### src/rtl/dlock_code_tx.sv
// Serial code transmitter for the digital-lock link: shifts a fixed code out MSB first,
// optionally repeating it with idle gap cycles between frames.
module dlock_code_tx #(
  parameter int unsigned           CODE_LEN   = 6,
  parameter logic [CODE_LEN-1:0]   CODE       = CODE_LEN'(6'b110100),
  parameter int unsigned           GAP_CYCLES = 2,
  parameter logic                  IDLE_BIT   = 1'b0
) (
  input  logic       clk,
  input  logic       clear,
  input  logic       start,
  input  logic [3:0] reps,
  input  logic       abort,
  output logic       d_out,
  output logic       d_valid,
  output logic       busy,
  output logic       done
);

  localparam int unsigned BIT_W = (CODE_LEN > 1) ? $clog2(CODE_LEN) : 1;
  localparam int unsigned GAP_W = 4;
  localparam int unsigned FRM_W = 4;

  localparam logic [BIT_W-1:0] BIT_TOP = BIT_W'(CODE_LEN - 1);
  localparam logic [GAP_W-1:0] GAP_TOP = GAP_W'((GAP_CYCLES > 0) ? GAP_CYCLES - 1 : 0);

  typedef enum logic [1:0] {
    S_IDLE,
    S_SEND,
    S_GAP,
    S_DONE
  } state_t;

  state_t             r_state;
  logic [BIT_W-1:0]   r_bit_idx;
  logic [GAP_W-1:0]   r_gap_cnt;
  logic [FRM_W-1:0]   r_frames;
  logic               r_d_out;
  logic               r_d_valid;
  logic               r_busy;
  logic               r_done;

  logic [BIT_W-1:0]   w_next_idx;
  logic [FRM_W-1:0]   w_frames_left;

  assign w_next_idx    = r_bit_idx - BIT_W'(1);
  assign w_frames_left = r_frames - FRM_W'(1);

  // Sequencer: state, counters and registered outputs advance together
  always_ff @(posedge clk) begin
    if (clear) begin
      r_state   <= S_IDLE;
      r_bit_idx <= '0;
      r_gap_cnt <= '0;
      r_frames  <= '0;
      r_d_out   <= IDLE_BIT;
      r_d_valid <= 1'b0;
      r_busy    <= 1'b0;
      r_done    <= 1'b0;
    end else begin
      r_done <= 1'b0;
      case (r_state)
        S_IDLE: begin
          if (start && !abort) begin
            r_frames  <= (reps == 4'd0) ? FRM_W'(1) : reps;
            r_bit_idx <= BIT_TOP;
            r_d_out   <= CODE[CODE_LEN-1];
            r_d_valid <= 1'b1;
            r_busy    <= 1'b1;
            r_state   <= S_SEND;
          end
        end

        S_SEND: begin
          if (abort) begin
            r_d_out   <= IDLE_BIT;
            r_d_valid <= 1'b0;
            r_busy    <= 1'b0;
            r_state   <= S_IDLE;
          end else if (r_bit_idx != '0) begin
            r_bit_idx <= w_next_idx;
            r_d_out   <= CODE[w_next_idx];
          end else begin
            r_frames <= w_frames_left;
            if (w_frames_left == '0) begin
              r_d_out   <= IDLE_BIT;
              r_d_valid <= 1'b0;
              r_busy    <= 1'b0;
              r_done    <= 1'b1;
              r_state   <= S_DONE;
            end else if (GAP_CYCLES > 0) begin
              r_gap_cnt <= GAP_TOP;
              r_d_out   <= IDLE_BIT;
              r_d_valid <= 1'b0;
              r_state   <= S_GAP;
            end else begin
              // back-to-back frames: restart the code with no bubble
              r_bit_idx <= BIT_TOP;
              r_d_out   <= CODE[CODE_LEN-1];
            end
          end
        end

        S_GAP: begin
          if (abort) begin
            r_d_out   <= IDLE_BIT;
            r_d_valid <= 1'b0;
            r_busy    <= 1'b0;
            r_state   <= S_IDLE;
          end else if (r_gap_cnt == '0) begin
            r_bit_idx <= BIT_TOP;
            r_d_out   <= CODE[CODE_LEN-1];
            r_d_valid <= 1'b1;
            r_state   <= S_SEND;
          end else begin
            r_gap_cnt <= r_gap_cnt - GAP_W'(1);
          end
        end

        S_DONE: begin
          r_state <= S_IDLE;
        end

        default: begin
          r_d_out   <= IDLE_BIT;
          r_d_valid <= 1'b0;
          r_busy    <= 1'b0;
          r_state   <= S_IDLE;
        end
      endcase
    end
  end

  assign d_out   = r_d_out;
  assign d_valid = r_d_valid;
  assign busy    = r_busy;
  assign done    = r_done;

endmodule

### config.mk
export PLATFORM = sky130hd
export DESIGN_NAME = dlock_code_tx
export DESIGN_NICKNAME = d
export VERILOG_FILES = /design/src/rtl/dlock_code_tx.sv
export SDC_FILE = /design/constraint.sdc
export NUM_CORES = 1
export LEC_CHECK = 0
export BUFFER_PORTS_ARGS = -buffer_cell sky130_fd_sc_hd__buf_2
export CORE_AREA = 10 10 80 82
export CTS_CLUSTER_SIZE = 40
export DETAILED_ROUTE_END_ITERATION = 10
export DIE_AREA = 0 0 90 92
export MAX_ROUTING_LAYER = met4
export PLACE_DENSITY = 0.51
export SYNTH_ARGS = -nofsm -noshare
export SYNTH_HDL_FRONTEND = slang
export SYNTH_SLANG_ARGS = --single-unit
### constraint.sdc
create_clock -name clk -period 3.1 [get_ports clk]
set_input_delay 0.465 -clock clk [delete_from_list [all_inputs] [get_ports clk]]
set_output_delay 0.465 -clock clk [all_outputs]
set_load 0.1 [all_outputs]
==> impl_metrics.py <==
metrics = {
    "status": {
        "outcome": "complete, no violations",
    },
    "floorplanning": {
        "num_rows": 26,
        "pin_count": 12,
        "core-area_mm2": 0.00491,
        "start_util_pct": 24.0,
        "dieHeight_um": 92,
        "die_w_um": 90,
        "dieArea_mm2": 0.00828,
    },
    "clocking": {
        "clkTransAtPathRegs_ns": 0.07,
        "cts_buffer_depth": 2,
        "cts_resized": 0,
        "numCtsBuffers": 3,
        "ctsHoldBuffers": 0,
        "worstSkewPairLatency_ns": 0.26,
        "clkSinkCount": 17,
        "cts_max_level": 1,
        "cts_root_buf": "clkbuf_8",
        "post-cts-setup-buffers": 0,
        "cts_tree": "yes",
    },
    "layout": {
        "num_antenna_cells": 0,
        "layout.nets": 172,
        "n_fill_cell": 545,
        "postLayoutCellArea_mm2": 0.00135,
        "drive_above_1_share_pct": 15.1,
        "area.sequential_um2": 340,
        "area_growth_pct": 14.4,
        "multi_input_area_um2": 781,
    },
    "sta": {
        "slew_viol_final": 0,
        "clock_skew_ns": 0.00131,
        "setup_ws_ns": 1.06,
        "fmax_ghz": 0.489,
        "post-route-period-util_pct": 65.9,
        "setup_viol": 0,
        "fin_tns_setup_ns": 0,
        "report.final.hold_viol_count": 0,
        "period_needed_ns": 2.04,
        "rsz0062_at_grt": "false",
        "relSlewSlack_pct": 66.9,
        "tightestPinTransition_ns": 0.496,
    },
    "worst_setup_path": {
        "endpoint_kind": "register",
        "cpMaxStageDelayCell": "dfxtp_1",
        "worstSetupStartpointType": "register",
        "crit_family": "compound AO/OA/AOI/OAI gates",
        "worstPathMaxFanout": 8,
        "crit_chain": "inv_1 > ha_1 > o41ai_2 > a211oi_2 > or2_4 > a221oi_2",
        "reg2reg_depth": 6,
        "critPathRequiredTime_ns": 3.27,
        "worst-path-stages": 6,
        "path_buf_inv": 1,
        "path_class": "reg -> reg",
        "arrival_ns": 2.22,
        "cp_slowest_stage_delay_ns": 0.47,
    },
    "logic_synthesis": {
        "netlist_area_mm2": 0.00118,
        "synth_edf_count": 0,
        "yosys_warnings": 0,
        "yosys_register_bits": 17,
        "syn_inst": 141,
        "synth_ff_type": "dfxtp_1",
        "synthArstFlopShare_pct": 0,
        "synth_top_cell_area_share_pct": 28.8,
        "yosysTopAreaCell": "dfxtp_1",
        "ys_types": 43,
        "seq_area_frac_synth_pct": 28.8,
        "synth_area_leaders": "dfxtp_1, ha_1, a21oi_1",
        "synth_nets": 160,
        "synth_area_per_cell_um2": 8.37,
    },
    "detailed_routing": {
        "post-route-drc-count": 0,
        "first_pass_iters": 4,
        "drtAntennaViolNets": 0,
        "wl_um": 2780,
        "wl_per_cell_um": 12.5,
        "viasPerCell": 4.69,
        "dr_total_vias": 1042,
        "drt-initial-drc-count": 46,
    },
    "grt": {
        "antenna_found_initial": 0,
        "gr-total-overflow": 0,
        "grt_pass1_wl_um": 4750,
        "grt_max_degree": 17,
        "track_usage_pct": 7.05,
        "grt_pass1_vias": 979,
    },
    "worst_hold_path": {
        "hp-class": "reg -> reg",
        "holdPathStages": 2,
    },
    "power_and_ir_drop": {
        "ir_worst_vdd_mv": 0.192,
        "power_density_mw_per_mm2": 630,
        "leakagePower_nw": 0.528,
    },
    "placement": {
        "dp_slack_ns": 1.09,
        "dp_hpwl_um": 2170,
        "port_buffers": 11,
        "place_area_mm2": 0.00131,
        "gp_congestion": 0.785,
    },
    "flow_run": {
        "maxCapViolCount": 0,
    },
}
==> placed cells by master, fill, tap and decap left out, types with 2 or more instances in the layout <==
cell type,netlist,layout
mux2i_1,3,3
a211oi_1,3,3
a21oi_1,10,10
nor3b_1,2,2
a22oi_1,2,2
dfxtp_1,17,17
a31oi_1,2,2
ha_1,11,11
nor2b_1,6,6
a311oi_1,3,3
nand2b_1,5,5
nand2_1,11,11
clkbuf_8,0,3
nor2_1,11,11
o21ai_0,6,6
nor3_1,4,4
nand3_1,4,4
nand3b_1,2,2
inv_1,11,11
buf_2,2,11
a211oi_2,2,2
or3_1,2,2
==> report_power, final <==
| part | switching, mW | internal (mW) | leakage [nW] |
|---|---|---|---|
| Sequential | 0.0309 | 0.252 | 0.139 |
| Combinational | 0.256 | 0.136 | 0.366 |
| Clock | 0.0843 | 0.0915 | 0.0228 |
| Total | 0.371 | 0.479 | 0.528 |
==> synthesized netlist by cell type (all sizes together), types with 2 or more instances <==
| cell type | n |
|---|---|
| dfxtp | 17 |
| ha | 11 |
| inv | 11 |
| nand2 | 11 |
| nor2 | 11 |
| a21oi | 10 |
| o21ai | 7 |
| nor2b | 6 |
| a211oi | 5 |
| nand2b | 5 |
| nand3 | 4 |
| nor3 | 4 |
| a311oi | 3 |
| buf | 3 |
| mux2i | 3 |
| a221oi | 2 |
| a22oi | 2 |
| a31oi | 2 |
| and3 | 2 |
| nand3b | 2 |
| nor3b | 2 |
| or3 | 2 |
==> stage by stage <==
stage                     utilization, %  power (mW)  std cells  hold WS (ns)
after detailed placement            26.6       0.680        218         0.483
after global routing                27.5       0.914        222         0.503
after global placement              26.6       0.680        218         0.472
final                               27.5       0.850        222         0.490
after floorplan                        -       0.605        141         0.454
after CTS                           27.5       0.854        222         0.493
==> cell families (layout without fill, tap and decap cells) <==
| group | Yosys count | after routing | synth area share [%] |
|---|---|---|---|
| and+or+nand+nor | 53 | 53 | 23.6 |
| muxes | 4 | 4 | 3.50 |
| DFF | 17 | 17 | 28.8 |
| adders and majority gates | 11 | 11 | 11.7 |
| xor gates and xnor gates | 1 | 1 | 0.742 |
| buffers and inverters | 15 | 26 | 4.98 |
| AOI/OAI and AO/OA | 40 | 40 | 26.6 |
==> tightest hold or removal path, delay by kind of cell (launching register included) <==
kind | cells | cell delay, ns
AOI/OAI and AO/OA | 1 | 0.06
DFF | 1 | 0.33
and+or+nand+nor | 1 | 0.06
==> worst paths after layout <==
path                     start            to  slack [ns]
setup / recovery   r_frames[0]  r_gap_cnt[0]        1.06
hold / removal    r_bit_idx[0]  r_bit_idx[0]        0.49
setup reg to reg   r_frames[0]  r_gap_cnt[0]        1.06
hold reg to reg   r_bit_idx[0]  r_bit_idx[0]        0.49
==> final cells by class <==
class	instances	area share (%)
Clock buffer	4	3.34
Inverter	11	3.06
Multi-Input combinational cell	109	57.8
Sequential cell	17	25.2
Tap cell	70	6.49
Timing Repair Buffer	11	4.08
==> per-layer routing <==
layer | up-vias | global-route usage (%) | share of wire (%)
met5 | - | - | 0
met4 | 0 | 1.72 | 0.65
met3 | 2 | 2.93 | 5.8
met2 | 24 | 9.87 | 43
met1 | 478 | 9.13 | 50
li1 | 538 | - | -
==> registers in the layout (all words and copies together), names as in the netlist <==
signal,count
done,1
d_out,1
r_gap_cnt,4
d_valid,1
r_frames,4
busy,1
r_state,2
r_bit_idx,3
No activity file was read; power rests on OpenSTA's default activity.
